===== config.mk =====
export PLATFORM = sky130hd
export DESIGN_NAME = ball_motion_sched
export DESIGN_NICKNAME = d
export VERILOG_FILES = /design/src/rtl/vga_pkg.sv /design/src/rtl/ball_axis_step.sv /design/src/rtl/ball_motion_sched.sv
export SDC_FILE = /design/constraint.sdc
export NUM_CORES = 1
export LEC_CHECK = 0
export CORE_MARGIN = 2
export CORE_UTILIZATION = 45
export CTS_CLUSTER_DIAMETER = 80
export CTS_CLUSTER_SIZE = 25
export DETAILED_ROUTE_END_ITERATION = 8
export HOLD_SLACK_MARGIN = 0.06
export PLACE_DENSITY = 0.76
export SLEW_MARGIN = 20
export SYNTH_ARGS = -nofsm -noshare
export SYNTH_HDL_FRONTEND = slang
export SYNTH_SLANG_ARGS = --single-unit

===== constraint.sdc =====
create_clock -name clk -period 12.3 [get_ports clk]
set_clock_uncertainty 0.15 [all_clocks]
set_input_delay 3.075 -clock clk [delete_from_list [all_inputs] [get_ports clk]]
set_output_delay 3.075 -clock clk [all_outputs]
set_load 0.05 [all_outputs]

===== src/rtl/vga_pkg.sv =====
// Shared constants and types for the VGA sprite path: screen size
// defaults, coordinate width, direction encoding and the motion
// scheduler's state encoding.
package vga_pkg;

    // Visible screen size defaults.
    localparam int HPIXELS_DEF = 640;
    localparam int VPIXELS_DEF = 480;

    // Width of every sprite coordinate.
    localparam int COORD_W = 11;

    // Direction encoding used on both axes.
    // Forward is right (h) or down (v). Back is left (h) or up (v).
    localparam logic DIR_FWD  = 1'b0;
    localparam logic DIR_BACK = 1'b1;

    // Motion scheduler states. HORZ and VERT are visited once per ball.
    typedef enum logic [1:0] {
        ST_IDLE = 2'd0,
        ST_HORZ = 2'd1,
        ST_VERT = 2'd2,
        ST_DONE = 2'd3
    } sched_state_t;

endpackage


===== src/rtl/ball_axis_step.sv =====
// Single-axis step-and-bounce for one sprite coordinate.
// Purely combinational. The scheduler shares one instance between
// its horizontal and vertical phases.
// All sums are carried at COORD_W+1 bits so the wall test cannot wrap.
module ball_axis_step
    import vga_pkg::*;
#(
    parameter int BALL_SIZE = 8
) (
    input  logic [COORD_W-1:0] i_p,
    input  logic               i_d,
    input  logic [3:0]         i_spd,
    input  logic [COORD_W-1:0] i_max,
    output logic [COORD_W-1:0] o_p,
    output logic               o_d,
    output logic               o_flip
);

    logic [COORD_W:0] w_p_ext;
    logic [COORD_W:0] w_spd_ext;
    logic [COORD_W:0] w_max_ext;
    logic [COORD_W:0] w_fwd_sum;
    logic             w_spd_zero;
    logic             w_hit;

    // Wall test for the current direction. A zero speed never moves and never bounces.
    always_comb begin
        w_p_ext    = {1'b0, i_p};
        w_spd_ext  = (COORD_W+1)'(i_spd);
        w_max_ext  = {1'b0, i_max};
        w_fwd_sum  = w_p_ext + (COORD_W+1)'(BALL_SIZE) + w_spd_ext;
        w_spd_zero = (i_spd == 4'd0);

        if (i_d == DIR_FWD) begin
            // The far edge of the sprite would reach or pass the limit.
            w_hit = !w_spd_zero && (w_fwd_sum >= w_max_ext);
        end else begin
            // Moving back would go below coordinate zero.
            w_hit = !w_spd_zero && (w_p_ext < w_spd_ext);
        end
    end

    // Next position and direction. On a bounce the position is held for this frame.
    always_comb begin
        o_flip = w_hit;
        o_d    = w_hit ? ~i_d : i_d;
        if (w_hit || w_spd_zero) begin
            o_p = i_p;
        end else if (i_d == DIR_FWD) begin
            o_p = i_p + COORD_W'(i_spd);
        end else begin
            o_p = i_p - COORD_W'(i_spd);
        end
    end

endmodule


===== src/rtl/ball_motion_sched.sv =====
// Per-frame motion scheduler for N bouncing sprites.
//
// A vblank rising edge is detected in the clk domain and registered.
// One cycle later the FSM accepts it. It then steps each ball through
// HORZ (x / h_dir) and VERT (y / v_dir), one ball after another.
// A single ball_axis_step instance is muxed between the two axes.
// This means at most one bounce can happen per cycle.
//
// Interface contract:
//   Frame start is the registered rise of vblank, seen once per edge.
//   It is accepted only in IDLE, and only if pause is low or a step is armed.
//   A frame start that arrives in any other state is dropped and sets overrun.
//   busy is high from the first HORZ through DONE.
//   frame_done pulses for one cycle in DONE.
//   At that point every position and direction output holds the new frame's values.
module ball_motion_sched
    import vga_pkg::*;
#(
    parameter int N_BALLS   = 4,
    parameter int BALL_SIZE = 8,
    parameter int HPIXELS   = HPIXELS_DEF,
    parameter int VPIXELS   = VPIXELS_DEF
) (
    input  logic                         clk,
    input  logic                         rst_n,
    input  logic                         vblank,
    input  logic [3:0]                   speed,
    input  logic                         pause,
    input  logic                         step,
    output logic [COORD_W*N_BALLS-1:0]   ball_x,
    output logic [COORD_W*N_BALLS-1:0]   ball_y,
    output logic [2*N_BALLS-1:0]         ball_dir,
    output logic                         busy,
    output logic                         frame_done,
    output logic [15:0]                  bounce_cnt,
    output logic                         overrun,
    output sched_state_t                 dbg_state
);

    localparam int IDX_W = (N_BALLS > 1) ? $clog2(N_BALLS) : 1;
    localparam logic [IDX_W-1:0] LAST_IDX = IDX_W'(N_BALLS - 1);

    // Edge detection.
    logic                r_vblank_q;
    logic                r_rise;
    logic                w_rise;

    // Scheduler state.
    sched_state_t        r_state;
    logic [IDX_W-1:0]    r_idx;
    logic [3:0]          r_spd;
    logic                r_busy;
    logic                r_frame_done;
    logic                r_step_armed;
    logic                r_overrun;
    logic [15:0]         r_bounce_cnt;

    // Per-ball positions and directions.
    logic [COORD_W-1:0]  r_x    [N_BALLS];
    logic [COORD_W-1:0]  r_y    [N_BALLS];
    logic                r_hdir [N_BALLS];
    logic                r_vdir [N_BALLS];

    // Shared axis step.
    logic                w_is_vert;
    logic                w_active;
    logic [COORD_W-1:0]  w_p;
    logic                w_d;
    logic [COORD_W-1:0]  w_max;
    logic [COORD_W-1:0]  w_p_next;
    logic                w_d_next;
    logic                w_flip;

    assign w_rise = vblank & ~r_vblank_q;

    // Register vblank every cycle and hold the rise for the FSM.
    always_ff @(posedge clk or negedge rst_n) begin
        if (!rst_n) begin
            r_vblank_q <= 1'b0;
            r_rise     <= 1'b0;
        end else begin
            r_vblank_q <= vblank;
            r_rise     <= w_rise;
        end
    end

    // Select the axis operands for the ball currently being processed.
    always_comb begin
        w_is_vert = (r_state == ST_VERT);
        w_active  = (r_state == ST_HORZ) || (r_state == ST_VERT);
        w_p       = w_is_vert ? r_y[r_idx]    : r_x[r_idx];
        w_d       = w_is_vert ? r_vdir[r_idx] : r_hdir[r_idx];
        w_max     = w_is_vert ? COORD_W'(VPIXELS) : COORD_W'(HPIXELS);
    end

    ball_axis_step #(
        .BALL_SIZE (BALL_SIZE)
    ) u_axis (
        .i_p    (w_p),
        .i_d    (w_d),
        .i_spd  (r_spd),
        .i_max  (w_max),
        .o_p    (w_p_next),
        .o_d    (w_d_next),
        .o_flip (w_flip)
    );

    // Scheduler FSM: frame accept, per-ball axis walk, and pause/step/overrun bookkeeping.
    always_ff @(posedge clk or negedge rst_n) begin
        if (!rst_n) begin
            r_state      <= ST_IDLE;
            r_idx        <= '0;
            r_spd        <= '0;
            r_busy       <= 1'b0;
            r_frame_done <= 1'b0;
            r_step_armed <= 1'b0;
            r_overrun    <= 1'b0;
            for (int i = 0; i < N_BALLS; i++) begin
                r_x[i]    <= COORD_W'(16 + 64 * i);
                r_y[i]    <= COORD_W'(16 + 48 * i);
                r_hdir[i] <= i[0];
                r_vdir[i] <= i[1];
            end
        end else begin
            r_frame_done <= 1'b0;

            // A step arms one update only while paused.
            if (pause && step) begin
                r_step_armed <= 1'b1;
            end

            case (r_state)
                ST_IDLE: begin
                    if (r_rise && (!pause || r_step_armed)) begin
                        r_spd        <= speed;
                        r_idx        <= '0;
                        r_step_armed <= 1'b0;
                        r_busy       <= 1'b1;
                        r_state      <= ST_HORZ;
                    end
                end
                ST_HORZ: begin
                    r_x[r_idx]    <= w_p_next;
                    r_hdir[r_idx] <= w_d_next;
                    r_state       <= ST_VERT;
                end
                ST_VERT: begin
                    r_y[r_idx]    <= w_p_next;
                    r_vdir[r_idx] <= w_d_next;
                    if (r_idx == LAST_IDX) begin
                        r_frame_done <= 1'b1;
                        r_state      <= ST_DONE;
                    end else begin
                        r_idx   <= r_idx + IDX_W'(1);
                        r_state <= ST_HORZ;
                    end
                end
                ST_DONE: begin
                    r_busy  <= 1'b0;
                    r_state <= ST_IDLE;
                end
                default: begin
                    r_busy  <= 1'b0;
                    r_state <= ST_IDLE;
                end
            endcase

            // A frame start that arrives mid-sequence is dropped but remembered.
            if (r_rise && (r_state != ST_IDLE)) begin
                r_overrun <= 1'b1;
            end
        end
    end

    // Count direction flips, saturating at all-ones.
    always_ff @(posedge clk or negedge rst_n) begin
        if (!rst_n) begin
            r_bounce_cnt <= '0;
        end else if (w_active && w_flip && (r_bounce_cnt != 16'hFFFF)) begin
            r_bounce_cnt <= r_bounce_cnt + 16'd1;
        end
    end

    // Flatten per-ball registers onto the pixel-compare buses.
    for (genvar g = 0; g < N_BALLS; g++) begin : g_flat
        assign ball_x[COORD_W*g +: COORD_W] = r_x[g];
        assign ball_y[COORD_W*g +: COORD_W] = r_y[g];
        assign ball_dir[2*g +: 2]           = {r_vdir[g], r_hdir[g]};
    end

    assign busy       = r_busy;
    assign frame_done = r_frame_done;
    assign bounce_cnt = r_bounce_cnt;
    assign overrun    = r_overrun;
    assign dbg_state  = r_state;

endmodule


==> results.sh, run 1 <==
export IMPL_outcome="finished clean"
export IMPL_netlist_instances=619
export IMPL_period_minus_slack_ns=6.24
export IMPL_post_cts_resize_count=0
export IMPL_fp_dieW_um=125
export IMPL_seq_area_frac_synth=0.479
export IMPL_syn_area_um2=6640
export IMPL_ctsHoldBuffers=0
export IMPL_grt_max_degree=69
export IMPL_synth_edf_count=0
export IMPL_num_rows=44
export IMPL_grt_usage=0.245
export IMPL_p_per_area_nw_per_um2=287
export IMPL_grt_overflow=0
export IMPL_place_congestion=0.953
export IMPL_p_clk_frac=0.197
export IMPL_die_y_um=125
export IMPL_period_share=0.507
export IMPL_worst_ep_required_time_ns=12.40
export IMPL_swShare=0.479
export IMPL_ant_nets=0
export IMPL_yosys_warnings=0
export IMPL_power_internal_mw=1.29
export IMPL_cts_max_level=4
export IMPL_rrSetupSlack_ns=6.06
export IMPL_drive_above_1_share=0.147
export IMPL_grt_first_pass_wirelength_um=30000
export IMPL_pin_count=126
export IMPL_wirelength_um=18500
export IMPL_clock_latency_ns=0.42
export IMPL_slew_headroom=0.270
export IMPL_tightestPinTransition_ns=1.08
export IMPL_p_leak_nw=3.59
export IMPL_cts_clk_slew_worst_paths_ns=0.06
export IMPL_finish_cell_count_without_fillers=940
export IMPL_end_kind="flip-flop"
export IMPL_drtIter0Drc=354
export IMPL_min_path_type="reg2reg"
export IMPL_antenna_found_initial=0
export IMPL_dp_cells=908
export IMPL_seq_power_share=0.251
export IMPL_r2r_end="ball_x[21]"
export IMPL_worstHoldPathCells=1
export IMPL_wl_per_cell_um=19.6
export IMPL_dieArea_um2=15700
export IMPL_initial_core_util=0.458
export IMPL_first_pass_iters=5
export IMPL_cts_tree="yes"
export IMPL_final_hold_viol_count=0
export IMPL_nFillCells=1184
export IMPL_syn_nets=660
export IMPL_cts_sinks=126
export IMPL_hold_ws_ns=0.246
export IMPL_share_comb_of_total_power=0.552
export IMPL_holdPathEnd="r_rise"
export IMPL_grt_pass1_vias=5529
export IMPL_worst_setup_path_type="reg2reg"
export IMPL_vdd_drop_max_mv=0.192
export IMPL_hold_start="r_vblank_q"
export IMPL_cts_made_buffers=17
export IMPL_portBuffers=125
export IMPL_vias=5380
export IMPL_drc=0
export IMPL_setup_viol=0
export IMPL_syn_area_per_cell_um2=10.7
export IMPL_rsz0062_at_grt="no"
export IMPL_syn_to_final_growth_pct=29.5
export IMPL_cp_arrival_ns=6.34
export IMPL_maxCapViolCount=0
export IMPL_coreArea_um2=14500
export IMPL_max_freq_mhz=160
export IMPL_cts_root_buf="clkbuf_16"
export IMPL_clockBufferDepth=2
export IMPL_nets=784
export IMPL_critPathLaunchType="flip-flop"
export IMPL_ys_ff_latch=126
export IMPL_post_cts_buffers=0
export IMPL_total_power_mw=2.47
export IMPL_ys_async_sr_fraction=1.00
export IMPL_r2r_start="dbg_state[0]"
export IMPL_antenna_cells=0
export IMPL_critPathMaxFanout=35
export IMPL_setup_tns_ns=0
export IMPL_slew_viol_final=0
export IMPL_dp_hpwl_um=13000
export IMPL_viasPerCell=5.72
export IMPL_fin_util=0.594
export IMPL_ff2ff_path_depth=23
export IMPL_ys_types=59
export IMPL_synthFlopType="dfrtp_1"
export IMPL_switching_power_mw=1.18
[cell usage after synthesis, types with 2 or more instances]
cell      number  area, µm²
nand2_1      116        435
dfrtp_1      107       2680
o21ai_0       78        390
a21oi_1       31        155
ha_1          27        338
inv_1         24       90.1
mux4_2        23        518
dfstp_2       19        499
nor2_1        18       67.6
clkbuf_1      17       63.8
a31oi_1       16        100
xnor2_1       16        140
xor2_1        12        105
mux2_2        11        124
nor3_1        10       50.1
o21ai_1        9       45.0
mux2i_1        7       70.1
and3_1         6       37.5
fa_1           5        100
nand3_1        5       25.0
nor4_1         5       31.3
buf_6          4       45.0
mux2i_2        4       55.1
nor2b_1        4       25.0
a21boi_0       2       15.0
a21o_1         2       15.0
a21oi_2        2       17.5
and2_1         2       12.5
buf_2          2       10.0
mux2i_4        2       45.0
nor4_2         2       25.0
o21bai_1       2       15.0
or3_1          2       12.5
xnor2_2        2       32.5
[state kept, by name, indices dropped and copies added, names as in the netlist, 2 cells and up]
| signal | count |
|---|---|
| bounce_cnt | 16 |
| dbg_state | 2 |
| ball_x | 44 |
| ball_dir | 8 |
| r_idx | 2 |
| ball_y | 44 |
| r_spd | 4 |
[per-layer routing]
layer / global-route usage / routed length [µm] / part of all wire / vias to the layer above
li1: - / - / - / 2429
met1: 0.330 / 7840 / 0.42 / 2677
met2: 0.382 / 8940 / 0.48 / 239
met3: 0.0625 / 1220 / 0.066 / 35
met4: 0.0967 / 459 / 0.025 / 0
met5: 0 / 0 / 0 / -
[per-stage QoR]
step / instance area (µm²) / setup WS (ns)
global route: 8600 / 5.54
finish: 8600 / 6.06
floorplan: 6640 / 6.91
global placement: 8020 / 6.42
CTS: 8600 / 6.12
detailed placement: 8020 / 6.22
[power groups by stage]
stage | clock network, mW | registers (mW) | logic (mW)
floorplan | 0 | 0.879 | 0.679
global placement | 0 | 0.618 | 1.32
detailed placement | 0 | 0.620 | 1.35
CTS | 0.494 | 0.616 | 1.36
global route | 0.517 | 0.630 | 1.47
finish | 0.488 | 0.619 | 1.36
[worst max-delay path, cell delays in order, from the launching register on]
cell       delay (ns)
dfrtp_1          0.44
inv_1            0.10
ha_1             0.15
buf_4            0.38
inv_2            0.22
mux2i_1          0.40
inv_1            0.09
ha_1             0.24
ha_1             0.22
fa_1             0.40
nor2b_1          0.15
o21ai_0          0.29
nand2_1          0.12
xnor2_1          0.14
ha_1             0.27
nand2_1          0.06
nor4_1           0.24
o21ai_0          0.12
a21boi_0         0.24
o2111ai_2        0.18
o211ai_2         0.66
nor2_1           0.14
xor2_1           0.47
o21ai_0          0.18
[logic make-up (layout without fill, tap and decap cells)]
family / after synthesis / count (layout) / synth area share
fa+ha+maj: 32 / 32 / 0.0660
xor+xnor: 31 / 31 / 0.0443
mux: 49 / 49 / 0.129
buf+inv: 51 / 188 / 0.0343
flops: 126 / 126 / 0.479
compound gates: 152 / 152 / 0.129
simple gates: 178 / 178 / 0.120
[layout make-up]
type,instances,area [µm²],area share
clock buffers,19,433,0.0504
clock inverters,13,140,0.0163
well taps,184,230,0.0268
repair buffers,130,1290,0.150
inverters,26,97.6,0.0114
flip-flops and latches,126,3180,0.370
multi-input cells,442,3230,0.376
[cells in the final DEF (no fill, tap or decap), drive strengths merged, types with 4 or more instances in the layout]
| cell | instances |
|---|---|
| mux2 | 12 |
| nor2 | 18 |
| inv | 28 |
| fa | 5 |
| dfrtp | 107 |
| clkinv | 5 |
| clkbuf | 19 |
| nand3 | 5 |
| a21oi | 33 |
| xnor2 | 18 |
| and3 | 7 |
| buf | 6 |
| nor3 | 12 |
| clkinvlp | 4 |
| nor4 | 7 |
| ha | 27 |
| nand2 | 116 |
| mux2i | 13 |
| dfstp | 19 |
| nor2b | 4 |
| o21ai | 88 |
| xor2 | 13 |
| a31oi | 16 |
| clkdlybuf4s50 | 124 |
| mux4 | 24 |
[how the worst max path moves through the flow]
stage	depth (start not counted)	to	from
2_1_floorplan	22	ball_x[13]	dbg_state[1]
3_3_place_gp	20	ball_x[13]	r_idx[0]
3_5_place_dp	22	ball_x[13]	dbg_state[0]
4_1_cts	23	ball_x[21]	dbg_state[0]
5_1_grt	23	ball_x[21]	dbg_state[0]
6_report	23	ball_x[21]	dbg_state[0]
No activity file was read; power rests on OpenSTA's default activity.
==> inputs of run 2 (changes only) <==
--- a/config.mk
+++ b/config.mk
@@ -11,7 +11,7 @@
 export CTS_CLUSTER_SIZE = 25
 export DETAILED_ROUTE_END_ITERATION = 8
 export HOLD_SLACK_MARGIN = 0.06
-export PLACE_DENSITY = 0.76
+export PLACE_DENSITY = 0.78
 export SLEW_MARGIN = 20
 export SYNTH_ARGS = -nofsm -noshare
 export SYNTH_HDL_FRONTEND = slang
==> constraint.sdc (replaced) <==
create_clock -name clk -period 5.7 [get_ports clk]
set_clock_uncertainty 0.15 [all_clocks]
set_input_delay 1.425 -clock clk [delete_from_list [all_inputs] [get_ports clk]]
set_output_delay 1.425 -clock clk [all_outputs]
set_load 0.05 [all_outputs]
==> run 2 against run 1 <==
  * Combinational power is 130% higher
  * Cell count is 1.3% higher
  * Global-route usage is 0.52 points lower
  * Utilization is 1.5 points higher
  * Cell area is 2.5% higher
  * Clock-buffer cell count is 1 higher
  * Worst hold slack better by 0.0057 ns
  * Fmax is 16% higher
  * Via count is 3.5% higher
  * Critical endpoint is now ball_dir[4]
==> results.sh, run 2 (synthesis gave the netlist of run 1 again) <==
export IMPL_outcome="finished clean"
export IMPL_slew_headroom=0.304
export IMPL_cts_max_level=4
export IMPL_dieArea_um2=15700
export IMPL_cts_tree="yes"
export IMPL_swShare=0.466
export IMPL_vdd_drop_max_mv=0.429
export IMPL_fp_dieW_um=125
export IMPL_first_pass_iters=7
export IMPL_die_y_um=125
export IMPL_drive_above_1_share=0.169
export IMPL_num_rows=44
export IMPL_worst_setup_path_type="reg2reg"
export IMPL_grt_first_pass_wirelength_um=29800
export IMPL_p_clk_frac=0.204
export IMPL_dp_cells=915
export IMPL_portBuffers=125
export IMPL_max_freq_mhz=186
export IMPL_nFillCells=1184
export IMPL_total_power_mw=5.56
export IMPL_place_area_um2=8080
export IMPL_grt_max_degree=49
export IMPL_period_minus_slack_ns=5.38
export IMPL_min_path_type="reg2reg"
export IMPL_end_kind="flip-flop"
export IMPL_syn_to_final_growth_pct=32.7
export IMPL_antenna_found_initial=0
export IMPL_setup_viol=0
export IMPL_wirelength_um=18700
export IMPL_grt_use_met2=0.380
export IMPL_tightestPinTransition_ns=1.03
export IMPL_grt_overflow=0
export IMPL_cts_sinks=126
export IMPL_cts_made_buffers=17
export IMPL_coreArea_um2=14500
export IMPL_final_area_um2=8810
export IMPL_seq_power_share=0.241
export IMPL_slew_viol_final=0
export IMPL_power_internal_mw=2.97
export IMPL_critPathMaxFanout=13
export IMPL_fin_util=0.608
export IMPL_setup_tns_ns=0
export IMPL_antenna_cells=0
export IMPL_setup_ws_ns=0.325
export IMPL_clock_latency_ns=0.43
export IMPL_met3_usage=0.0646
export IMPL_nets=796
export IMPL_viasPerCell=5.85
export IMPL_hold_ws_ns=0.252
export IMPL_grt_pass1_vias=5591
export IMPL_grt_busiest_layer="met2"
export IMPL_cts_clk_slew_worst_paths_ns=0.06
export IMPL_p_leak_nw=3.69
export IMPL_initial_core_util=0.458
export IMPL_share_comb_of_total_power=0.555
export IMPL_worst_ep_required_time_ns=5.81
export IMPL_drtIter0Drc=460
export IMPL_grt_usage=0.240
export IMPL_layout_common_cells="clkdlybuf4s50_1, nand2_1, dfrtp_1, o21ai_0, a21oi_1"
export IMPL_place_congestion=0.935
export IMPL_vias=5567
export IMPL_cts_root_buf="clkbuf_16"
export IMPL_preCtsSetupSlack_ns=0.0812
export IMPL_ctsHoldBuffers=0
export IMPL_maxCapViolCount=0
export IMPL_grt_util_met1=0.313
export IMPL_period_share=0.943
export IMPL_p_per_area_nw_per_um2=631
export IMPL_cp_arrival_ns=5.49
export IMPL_finish_cell_count_without_fillers=952
export IMPL_drc=0
export IMPL_switching_power_mw=2.59
export IMPL_pin_count=126
export IMPL_dp_hpwl_um=13200
export IMPL_wl_per_cell_um=19.7
export IMPL_clockBufferDepth=2
export IMPL_ant_nets=0
export IMPL_final_common_cell="clkdlybuf4s50_1"
export IMPL_critPathLaunchType="flip-flop"
export IMPL_final_hold_viol_count=0
run 2: changes by cell type in the layout (fill, tap and decap cells not counted), sizes merged:
cell,delta
clkinv,+1
inv,-1
bufinv,+1
clkbuf,+1
clkinvlp,-2
buf,+12
run 2: worst paths after layout:
| kind | start | to | slack [ns] | cells after the start |
|---|---|---|---|---|
| setup / recovery | r_idx[0] | ball_dir[4] | 0.32 | 20 |
| hold reg to reg | r_vblank_q | r_rise | 0.25 | 1 |
| min in group asynchronous | rst_n | bounce_cnt[5] | 0.82 | 1 |
| hold / removal | r_vblank_q | r_rise | 0.25 | 1 |
| max in group asynchronous | rst_n | ball_dir[4] | 3.57 | 2 |
| setup reg to reg | r_idx[0] | ball_dir[4] | 0.32 | 20 |
run 2: repair_timing:
item	CTS	global route
endpoints found under the setup margin	0	93
buffers inserted	0	5
gates resized for setup	0	10
run 2: power groups by stage:
| stage | combinational [mW] | sequential, mW | clock (mW) |
|---|---|---|---|
| finish | 3.08 | 1.34 | 1.13 |
| floorplan | 1.47 | 1.90 | 0 |
| detailed placement | 2.94 | 1.35 | 0 |
| CTS | 2.96 | 1.34 | 1.14 |
| global placement | 2.89 | 1.34 | 0 |
| global route | 3.30 | 1.37 | 1.18 |
run 2: layout make-up:
| class | count | area [µm²] | share of cell area |
|---|---|---|---|
| multi-input combinational | 442 | 3300 | 0.374 |
| sequential | 126 | 3180 | 0.361 |
| timing repair buffer | 142 | 1380 | 0.157 |
| clock buffer | 20 | 467 | 0.0530 |
| tap | 184 | 230 | 0.0261 |
| clock inverter | 12 | 159 | 0.0180 |
| inverter | 26 | 97.6 | 0.0111 |
run 2: routing by layer:
layer	wire length (µm)	up-vias	share of wire
met5	0	-	0
met4	553	0	0.030
met3	1360	46	0.073
met2	9080	274	0.49
met1	7710	2808	0.41
li1	-	2439	-
run 2: critical path, cell delays in order (launching register included):
cell	delay, ns
dfrtp_1	0.34
buf_6	0.20
mux4_2	0.52
mux2i_1	0.30
inv_1	0.09
ha_1	0.24
ha_1	0.22
fa_1	0.41
nor2b_1	0.16
o21ai_1	0.22
a221oi_2	0.12
nand2_1	0.10
xor2_1	0.16
ha_1	0.27
a21oi_1	0.20
nor2b_1	0.15
nand4b_1	0.14
nand2_1	0.16
a21oi_1	0.08
o21ai_0	0.84
o21ai_0	0.16
